File: config.mk
export PLATFORM = sky130hd
export DESIGN_NAME = dma_engine
export DESIGN_NICKNAME = d
export VERILOG_FILES = /design/src/rtl/dma_pkg.sv /design/src/rtl/dma_channel.sv /design/src/rtl/dma_engine.sv
export SDC_FILE = /design/constraint.sdc
export NUM_CORES = 2
export LEC_CHECK = 0
export BUFFER_PORTS_ARGS = -buffer_cell sky130_fd_sc_hd__buf_2
export CELL_PAD_IN_SITES_DETAIL_PLACEMENT = 1
export CELL_PAD_IN_SITES_GLOBAL_PLACEMENT = 1
export CORE_AREA = 2 2 292 294
export DETAILED_ROUTE_END_ITERATION = 10
export DIE_AREA = 0 0 294 296
export PLACE_DENSITY = 0.9
export SLEW_MARGIN = 20
export SYNTH_ARGS = -nofsm -noshare
export SYNTH_HDL_FRONTEND = slang
export SYNTH_SLANG_ARGS = --single-unit
File: constraint.sdc
create_clock -name clk -period 11.4 [get_ports clk]
set_input_delay 0.57 -clock clk [delete_from_list [all_inputs] [get_ports clk]]
set_output_delay 0.57 -clock clk [all_outputs]
set_load 0.01 [all_outputs]
File: src/rtl/dma_pkg.sv
// rtl/dma_pkg.sv - shared register map, CTRL layout and FSM states for the DMA engine
package dma_pkg;

    localparam logic [1:0] REG_SRC   = 2'd0;
    localparam logic [1:0] REG_DST   = 2'd1;
    localparam logic [1:0] REG_COUNT = 2'd2;
    localparam logic [1:0] REG_CTRL  = 2'd3;

    localparam int CTRL_EN     = 0;
    localparam int CTRL_W32    = 1;
    localparam int CTRL_DST_LO = 2;
    localparam int CTRL_SRC_LO = 4;
    localparam int CTRL_START  = 6;
    localparam int CTRL_RPT    = 7;
    localparam int CTRL_IRQ_EN = 8;
    localparam int CTRL_W      = 9;

    localparam logic [1:0] ADDRCTL_INC    = 2'd0;
    localparam logic [1:0] ADDRCTL_DEC    = 2'd1;
    localparam logic [1:0] ADDRCTL_FIXED  = 2'd2;
    localparam logic [1:0] ADDRCTL_RELOAD = 2'd3;

    localparam logic [1:0] WIDTH_HALF = 2'd1;
    localparam logic [1:0] WIDTH_WORD = 2'd2;

    typedef enum logic [1:0] {
        ST_IDLE,
        ST_RD,
        ST_WR,
        ST_DONE
    } state_t;

    function automatic logic [1:0] width_code(input logic w32);
        return w32 ? WIDTH_WORD : WIDTH_HALF;
    endfunction

endpackage

File: src/rtl/dma_channel.sv
// rtl/dma_channel.sv - one DMA channel: shadow/working regs, pending flag, address stepping
module dma_channel
    import dma_pkg::*;
#(
    parameter int ADDR_W = 32,
    parameter int CNT_W  = 16
) (
    input  logic              clk,
    input  logic              rstn,
    input  logic              wr_en,
    input  logic [1:0]        reg_sel,
    input  logic [31:0]       reg_wdata,
    input  logic              trig,
    input  logic              unit_done,
    input  logic              done,
    output logic              pending,
    output logic              enable,
    output logic              width32,
    output logic              irq_en,
    output logic              last,
    output logic [ADDR_W-1:0] src_addr,
    output logic [ADDR_W-1:0] dst_addr
);

    logic [ADDR_W-1:0] sh_src, sh_dst, src, dst, next_src, next_dst, delta;
    logic [CNT_W-1:0]  sh_cnt, cnt;
    logic [CTRL_W-1:0] ctrl;
    logic [1:0]        src_ctl, dst_ctl;
    logic              unused_wdata;

    assign unused_wdata = ^reg_wdata;
    assign enable  = ctrl[CTRL_EN];
    assign width32 = ctrl[CTRL_W32];
    assign irq_en  = ctrl[CTRL_IRQ_EN];
    assign src_ctl = ctrl[CTRL_SRC_LO +: 2];
    assign dst_ctl = ctrl[CTRL_DST_LO +: 2];
    assign last    = (cnt == CNT_W'(1));
    assign delta   = width32 ? ADDR_W'(4) : ADDR_W'(2);

    // Working addresses keep their low bits; alignment is applied only on the bus.
    assign src_addr = width32 ? {src[ADDR_W-1:2], 2'b00} : {src[ADDR_W-1:1], 1'b0};
    assign dst_addr = width32 ? {dst[ADDR_W-1:2], 2'b00} : {dst[ADDR_W-1:1], 1'b0};

    always_comb begin
        next_src = src;
        next_dst = dst;
        case (src_ctl)
            ADDRCTL_INC: next_src = src + delta;
            ADDRCTL_DEC: next_src = src - delta;
            default:     next_src = src;
        endcase
        case (dst_ctl)
            ADDRCTL_INC, ADDRCTL_RELOAD: next_dst = dst + delta;
            ADDRCTL_DEC:                 next_dst = dst - delta;
            default:                     next_dst = dst;
        endcase
    end

    always_ff @(posedge clk) begin
        if (!rstn) begin
            sh_src  <= '0;
            sh_dst  <= '0;
            sh_cnt  <= '0;
            src     <= '0;
            dst     <= '0;
            cnt     <= '0;
            ctrl    <= '0;
            pending <= 1'b0;
        end else begin
            if (unit_done) begin
                src <= next_src;
                dst <= next_dst;
                cnt <= cnt - CNT_W'(1);
            end
            if (trig && ctrl[CTRL_EN] && !pending)
                pending <= 1'b1;
            if (done) begin
                pending <= 1'b0;
                if (ctrl[CTRL_RPT] && ctrl[CTRL_START]) begin
                    cnt <= sh_cnt;
                    if (dst_ctl == ADDRCTL_RELOAD)
                        dst <= sh_dst;
                end else begin
                    ctrl[CTRL_EN] <= 1'b0;
                end
            end
            // Register writes come last so they win over a same-cycle DONE.
            if (wr_en) begin
                case (reg_sel)
                    REG_SRC:   sh_src <= reg_wdata[ADDR_W-1:0];
                    REG_DST:   sh_dst <= reg_wdata[ADDR_W-1:0];
                    REG_COUNT: sh_cnt <= reg_wdata[CNT_W-1:0];
                    default: begin
                        ctrl <= reg_wdata[CTRL_W-1:0];
                        if (reg_wdata[CTRL_EN] && !ctrl[CTRL_EN]) begin
                            src     <= sh_src;
                            dst     <= sh_dst;
                            cnt     <= sh_cnt;
                            pending <= !reg_wdata[CTRL_START];
                        end else if (!reg_wdata[CTRL_EN]) begin
                            pending <= 1'b0;
                        end
                    end
                endcase
            end
        end
    end

endmodule

File: src/rtl/dma_engine.sv
// rtl/dma_engine.sv - multi-channel DMA bus master: priority arbiter, unit FSM, bus drivers
module dma_engine
    import dma_pkg::*;
#(
    parameter int NUM_CH = 4,
    parameter int ADDR_W = 32,
    parameter int CNT_W  = 16
) (
    input  logic                       clk,
    input  logic                       rstn,
    input  logic                       reg_wr,
    input  logic [$clog2(NUM_CH)-1:0]  reg_ch,
    input  logic [1:0]                 reg_sel,
    input  logic [31:0]                reg_wdata,
    input  logic [NUM_CH-1:0]          trig,
    output logic [ADDR_W-1:0]          mem_addr,
    output logic [31:0]                mem_wdata,
    input  logic [31:0]                mem_rdata,
    output logic [1:0]                 mem_width,
    output logic                       mem_read,
    output logic                       mem_write,
    input  logic                       mem_ok,
    output logic                       busy,
    output logic [NUM_CH-1:0]          irq
);

    localparam int CH_W = $clog2(NUM_CH);

    state_t            state;
    logic [CH_W-1:0]   cur, sel_ch;
    logic              sel_valid;
    logic [NUM_CH-1:0] ch_pending, ch_en, ch_w32, ch_irq_en, ch_last, ch_unit_done, ch_done;
    logic [ADDR_W-1:0] ch_src [NUM_CH];
    logic [ADDR_W-1:0] ch_dst [NUM_CH];
    logic [15:0]       rd_half;

    for (genvar i = 0; i < NUM_CH; i++) begin : g_ch
        assign ch_unit_done[i] = (state == ST_WR) && mem_ok && (cur == CH_W'(i));
        assign ch_done[i]      = (state == ST_DONE) && (cur == CH_W'(i));

        dma_channel #(.ADDR_W(ADDR_W), .CNT_W(CNT_W)) u_ch (
            .clk       (clk),
            .rstn      (rstn),
            .wr_en     (reg_wr && (reg_ch == CH_W'(i))),
            .reg_sel   (reg_sel),
            .reg_wdata (reg_wdata),
            .trig      (trig[i]),
            .unit_done (ch_unit_done[i]),
            .done      (ch_done[i]),
            .pending   (ch_pending[i]),
            .enable    (ch_en[i]),
            .width32   (ch_w32[i]),
            .irq_en    (ch_irq_en[i]),
            .last      (ch_last[i]),
            .src_addr  (ch_src[i]),
            .dst_addr  (ch_dst[i])
        );
    end

    // Lowest index wins; scanning downwards leaves the smallest pending index selected.
    always_comb begin
        sel_valid = 1'b0;
        sel_ch    = '0;
        for (int i = NUM_CH - 1; i >= 0; i--) begin
            if (ch_pending[i]) begin
                sel_valid = 1'b1;
                sel_ch    = CH_W'(i);
            end
        end
    end

    assign rd_half = mem_addr[1] ? mem_rdata[31:16] : mem_rdata[15:0];

    always_ff @(posedge clk) begin
        if (!rstn) begin
            state     <= ST_IDLE;
            cur       <= '0;
            mem_addr  <= '0;
            mem_wdata <= '0;
            mem_width <= WIDTH_WORD;
            mem_read  <= 1'b0;
            mem_write <= 1'b0;
            busy      <= 1'b0;
            irq       <= '0;
        end else begin
            irq <= '0;
            case (state)
                ST_IDLE: begin
                    busy <= sel_valid;
                    if (sel_valid) begin
                        state     <= ST_RD;
                        cur       <= sel_ch;
                        mem_read  <= 1'b1;
                        mem_addr  <= ch_src[sel_ch];
                        mem_width <= width_code(ch_w32[sel_ch]);
                    end
                end
                ST_RD: begin
                    if (mem_ok) begin
                        state     <= ST_WR;
                        mem_read  <= 1'b0;
                        mem_write <= 1'b1;
                        mem_addr  <= ch_dst[cur];
                        mem_wdata <= (mem_width == WIDTH_WORD) ? mem_rdata : {rd_half, rd_half};
                    end
                end
                ST_WR: begin
                    if (mem_ok) begin
                        mem_write <= 1'b0;
                        // A channel disabled mid-unit ends here silently.
                        if (ch_en[cur] && ch_last[cur]) begin
                            state    <= ST_DONE;
                            irq[cur] <= ch_irq_en[cur];
                        end else begin
                            state <= ST_IDLE;
                        end
                    end
                end
                default: begin
                    state <= ST_IDLE;
                    busy  <= |(ch_pending & ~(NUM_CH'(1) << cur));
                end
            endcase
        end
    end

endmodule

# == Word level (Yosys, flattened, before mapping) ==
# Cells that the tools add are included.
# word_totals
ff_bits,757
input_bits,76
output_inout_bits,73
# classes
add_sub_neg,20
magnitude_cmp,5
n_eq_ne,31
n_shift,1
n_mux,169
bitwise_logic,6
n_reduce_logical,83
# ops
cell,count
$mux 32,51
$pmux 32 s2,9
$mux 16,25
$add 32x3->32,8
$sub 32x3->32,8
$bmux 32 s2,2
$eq 16x1->1 const B,4
$sub 16x1->16 const B,4
$mux 1,52
$reduce_and 2->1,18
$mux 2,17
$logic_and 1x1->1,31
$eq 2x1->1 const B,12
$eq 2x2->1 const B,12
$logic_not 2->1,12
$mux 3,4
$reduce_or 2->1,5
$logic_not 1->1,9
$reduce_and 3->1,3
$and 4x4->4,2
$bmux 1 s2,4
$ge 3x3->1 const B,2
$lt 2x3->1 const B,2
$ne 2x2->1 const B,3
12 further kinds,16

# == Depth between registers and ports, before layout ==
# logic_depth
depth_word,10
ltp_mapped,18
depth_no_buf,13

# == Cells and area by module ==
# A second synthesis with hierarchy kept.
# unflattened
hier_cells,6135
area_unflattened_um2,46161.8
# modules_own_cells
mod,n_inst,cells_per_inst,area_each_um2
dma_channel (g_ch[0].u_ch ...),2,1392,10283.6
dma_channel (g_ch[2].u_ch ...),2,1370,10178.5
dma_engine,1,611,5237.5

# == Least setup slack after synthesis ==
# OpenSTA, ideal clock, no wires.
# synth_timing
kind,register to register
start,reg g_ch[2].u_ch.ctrl[3]
end,reg g_ch[2].u_ch.dst[31]
arrival_time_ps,4191
required_time_ps,11314
setup_slack_ps,7124
stages_incl_launch_ff,19
n_path_buf,5
synth_period_minus_slack_ps,4276
path_cell_list,dfxtp_1 nand2b_1 clkbuf_1 clkbuf_1 clkbuf_1 buf_1 nor2_1 ha_1 o21ai_1 and2_1 clkbuf_1 or4_4 or3_4 nor4_4 o22ai_1 o2111ai_1 a21oi_1 xnor2_1 a211oi_1
# synth_via
elab_chain_len,10
# synth_rtl
item,line_no,source
start: declaration,dma_channel.sv:27,logic [CTRL_W-1:0] ctrl;
start signal: assignment,dma_channel.sv:94,ctrl <= reg_wdata[CTRL_W-1:0];
$eq 2x2->1 or $logic_not 2->1 (tied branches),"dma_channel.sv:52, dma_channel.sv:81",
$reduce_or 2->1,dma_channel.sv:52,case (dst_ctl)
$pmux 32 s2,dma_channel.sv:52,
$mux 32,dma_channel.sv:70,if (unit_done) begin
$mux 32,dma_channel.sv:81,if (dst_ctl == ADDRCTL_RELOAD)
$mux 32,dma_channel.sv:79,if (ctrl[CTRL_RPT] && ctrl[CTRL_START]) begin
$mux 32 *,dma_channel.sv:77,if (done) begin
$mux 32,dma_channel.sv:95,if (reg_wdata[CTRL_EN] && !ctrl[CTRL_EN]) begin
$mux 32,dma_channel.sv:89,case (reg_sel)
$mux 32 *,dma_channel.sv:88,if (wr_en) begin
end signal: assignment,dma_channel.sv:72,dst <= next_dst;
end signal: assignment,dma_channel.sv:82,dst <= sh_dst;
end signal: assignment,dma_channel.sv:97,dst <= sh_dst;
end: declaration,dma_channel.sv:25,"logic [ADDR_W-1:0] sh_src, sh_dst, src, dst, next_src, next_dst, delta;"
# Every way passes the cells marked *; elsewhere a longest branch is shown, timed or not.
# A chain may end at the register's enable or synchronous reset.

# == Final worst setup path ==
# layout_timing
start,reg g_ch[3].u_ch.ctrl[4]
end,reg g_ch[3].u_ch.src[31]
# layout_via
elab_chain_len,6
# layout_rtl
item,line_no,source
start: declaration,dma_channel.sv:27,
start signal: assignment,dma_channel.sv:94,
$eq 2x1->1 or $logic_not 2->1 (tied branches),dma_channel.sv:47,case (src_ctl)
$pmux 32 s2 *,dma_channel.sv:47,
$mux 32 *,dma_channel.sv:70,
$mux 32,dma_channel.sv:95,
$mux 32,dma_channel.sv:89,
$mux 32 *,dma_channel.sv:88,
end signal: assignment,dma_channel.sv:71,src <= next_src;
end signal: assignment,dma_channel.sv:96,src <= sh_src;
end: declaration,dma_channel.sv:25,
# Marked as above.

==> results_dict.tcl <==
set metrics [dict create \
    max_slew_margin_pct 14.3 \
    gp_congestion 0.970 \
    cts.sinks 740 \
    critPathLaunchType "register" \
    routed-via-count 43800 \
    grt_max_degree 194 \
    crit_slowest_cell "a221oi_1" \
    crit_family "compound AO/OA/AOI/OAI gates" \
    instances_no_fill 6587 \
    synth-edff-count 0 \
    yosysSeqAreaShare_pct 34.9 \
    dr.pass1.iters 6 \
    routed_wl_um 177000 \
    period_minus_slack_ns 4.34 \
    die_area_um2 87000 \
    min_path_cells 3 \
    grt_use_total_pct 39.6 \
    fmax_mhz 231 \
    cts_resized 0 \
    min_path_type "input pin to register" \
    drive_above_1_share_pct 9.25 \
    fin_area_um2 46500 \
    rows 107 \
    min_to "mem_wdata[27]$_SDFFE_PN0P_" \
    nets 5661 \
    clk_pin_slew_ns 0.07 \
    end_kind "register" \
    insertion_delay_ns 0.66 \
    power_leakage_nw 17.3 \
    numPortBuffers 147 \
    finalHoldViolations 0 \
    critPathMostFrequentCell "or3_1" \
    syn_area_um2 42500 \
    grt_setup_unrepaired "no" \
    timing.final.crit_share_pct 38.0 \
    cts_tree "done" \
    crit_fanout 29 \
    place_area_um2 43600 \
    ys_types 101 \
    syn_to_final_growth_pct 9.50 \
    drtIter0Drc 3757 \
    dp.cells 6433 \
    worstPathCellList "nor2b_2, buf_4, ha_1, a21o_1, or3_1, o21ba_2, a221oi_1, o41ai_1, o21bai_1, o21ai_1, xnor2_1, or3_1, a31oi_1" \
    fp.dieH_um 296 \
    reg2reg_depth 13 \
    viasPerCell 6.65 \
    cts_root_buffer "clkbuf_16" \
    clockBufferDepth 3 \
    slowest_delay_ns 0.54 \
    drtAntennaViolNets 0 \
    cp_data_required_time_ns 11.99 \
    power_mw 6.55 \
    synth_fp_nets 5788 \
    clock_skew_ns 0.0260 \
    worstHoldStart "mem_rdata[27]" \
    cp.arrival_ns 4.93 \
    h-tree-depth 3 \
    dr_wl_met2_um 79200 \
    pin_count 149 \
    vdd.ir_drop.worst_uv 112 \
    top_layer_used "met5" \
    hpwlAfterDp_um 118000 \
    setup_viol 0 \
    detail_route.wl_per_cell_um 26.8 \
    yosys_warnings 0 \
    async_flop_share_pct 0 \
    holdBufCountCts 0 \
    wl_met3_um 16900 \
    final_core_util_pct 55.3 \
    path_class "register to register" \
    worstReg2RegEnd "g_ch[3].u_ch.src[31]$_SDFF_PN0_" \
    grt_pass1_wl_um 266000 \
    drc 0 \
    wl_met1_um 68100 \
    regToRegSetupSlack_ns 7.06 \
    rr_startpoint "g_ch[3].u_ch.ctrl[4]$_SDFFE_PN0P_" \
    maxSlewViolCount 0 \
    powerDensity_nw_per_um2 141 \
    synth.ff_latch_count 740 \
    core_um2 84200 \
    synth_largest_area_cell "dfxtp_1" \
    die_x_um 294 \
    synth_flop_cell "dfxtp_1" \
    initial_utilization_pct 50.5 \
    synth_top_area_share_pct 34.9 \
    cts_buffers 83 \
    synth_area_leaders "dfxtp_1 35%, nand2_1 9.8%, a21oi_1 7.1%, nor2_1 4.7%, ha_1 4.6%" \
    drv_cap 0 \
    postCtsSetupBuffers 0 \
    grt_overflow 0 \
    antenna_found_initial 17 \
    status "completed" \
    grt_pass1_vias 44300 \
    syn-instance-count 5555 \
    syn_avg_cell_area_um2 7.65 \
    setup_tns_ns 0 \
    cp_num_buf_inv 1 \
    tightest_slew_ns 1.27 \
]
## cells by family (layout without fill, tap and decap cells)
kind of cell,count (synthesis),after routing,synth area share [%]
multiplexers,138,138,5.12
buffers and inverters,508,447,4.83
XOR/XNOR,246,246,5.07
AO/OA/AOI/OAI,1469,1469,21.6
flip-flops,740,740,34.9
adder cells (fa/ha/maj),157,157,4.62
other,1,4,0.00882
AND/OR/NAND/NOR,2296,2296,23.9
## cell usage after synthesis (all sizes together), types with 10 or more instances
master and n:
o21bai 10, and3 46, xor2 92, a21oi 604, and2 29, a31oi 59
nor3 102, or2 20, or4 26, o21ai 237, nand2 1106, inv 80
a41oi 15, o21a 28, nand2b 42, ha 157, mux4 63, nor4 57
a311oi 97, or3 64, o211ai 42, nor2 533, mux2i 74, buf 39
xnor2 154, nor2b 40, a21o 60, o22ai 10, nand4 45, o31ai 11
a211oi 187, o311ai 14, dfxtp 740, clkbuf 388, nand3 133
## where the power goes
group	internal (mW)	switching, mW	total, mW
registers	2.69	0.108	2.80
logic	0.253	0.576	0.829
clock network	1.74	1.18	2.92
total	4.69	1.87	6.55
## metal layers
layer | GRT usage, % | vias up
li1 | - | 19400
met1 | 48.4 | 21700
met2 | 63.6 | 2101
met3 | 8.45 | 625
met4 | 25.1 | 14
met5 | 0 | -
## cell usage in the layout, fill, tap and decap left out, types with 45 or more instances in the layout
master | netlist | routed
a211oi_1 | 186 | 185
a21o_1 | 60 | 60
a21oi_1 | 603 | 601
a311oi_1 | 97 | 97
a31oi_1 | 59 | 56
buf_2 | 7 | 146
buf_4 | 2 | 68
clkbuf_16 | 0 | 85
dfxtp_1 | 740 | 738
ha_1 | 157 | 157
inv_1 | 79 | 79
mux2i_1 | 74 | 74
mux4_2 | 62 | 62
nand2_1 | 1106 | 1101
nand3_1 | 133 | 132
nand4_1 | 45 | 45
nor2_1 | 533 | 516
nor3_1 | 102 | 99
nor4_1 | 55 | 55
o21ai_0 | 227 | 226
or3_1 | 62 | 62
xnor2_1 | 154 | 154
xor2_1 | 92 | 92
## sequential cells by signal (all words and copies together), names as in the netlist, 2 cells and up
| signal | flops |
|---|---|
| mem_width | 2 |
| irq | 4 |
| state | 2 |
| g_ch.u_ch.src | 124 |
| mem_wdata | 32 |
| cur | 2 |
| g_ch.u_ch.sh_dst | 124 |
| g_ch.u_ch.pending | 4 |
| g_ch.u_ch.cnt | 64 |
| g_ch.u_ch.ctrl | 36 |
| g_ch.u_ch.dst | 124 |
| g_ch.u_ch.sh_cnt | 64 |
| mem_addr | 31 |
| g_ch.u_ch.sh_src | 124 |
## metrics by stage
step | setup slack, ns | hold slack (ns)
floorplan | 7.12 | 0.416
global placement | 7.28 | 0.438
detailed placement | 7.16 | 0.444
CTS | 7.05 | 0.246
global route | 6.93 | 0.282
finish | 7.06 | 0.264
## layout make-up
| class | count | area [µm²] |
|---|---|---|
| timing repair buffer | 216 | 1280 |
| multi-input combinational | 4307 | 25800 |
| clock inverter | 30 | 440 |
| inverter | 80 | 308 |
| tap | 1090 | 1360 |
| fill | 10300 | 37700 |
| sequential | 740 | 14800 |
| antenna | 3 | 7.51 |
| clock buffer | 121 | 2480 |
## worst reg2reg max path: stages, from the launching register on
cell	delay (ns)
dfxtp_1	0.42
nor2b_2	0.18
buf_4	0.46
ha_1	0.42
a21o_1	0.25
or3_1	0.31
o21ba_2	0.28
a221oi_1	0.54
o41ai_1	0.20
o21bai_1	0.39
o21ai_1	0.19
xnor2_1	0.17
or3_1	0.31
a31oi_1	0.16
## worst max-delay path by stage
stage               slack [ns]  cells after the start                         startpoint                              end
finish                    7.06                     13  g_ch[3].u_ch.ctrl[4]$_SDFFE_PN0P_  g_ch[3].u_ch.src[31]$_SDFF_PN0_
global route              6.93                     13  g_ch[3].u_ch.ctrl[4]$_SDFFE_PN0P_  g_ch[3].u_ch.src[31]$_SDFF_PN0_
CTS                       7.05                     14  g_ch[3].u_ch.ctrl[3]$_SDFFE_PN0P_  g_ch[3].u_ch.dst[28]$_SDFF_PN0_
detailed placement        7.16                     14  g_ch[3].u_ch.ctrl[3]$_SDFFE_PN0P_  g_ch[3].u_ch.dst[28]$_SDFF_PN0_
global placement          7.28                     13  g_ch[3].u_ch.ctrl[4]$_SDFFE_PN0P_  g_ch[3].u_ch.src[31]$_SDFF_PN0_
floorplan                 7.12                     18  g_ch[2].u_ch.ctrl[3]$_SDFFE_PN0P_  g_ch[2].u_ch.dst[31]$_SDFF_PN0_
Power figures use the tool's default switching activity.
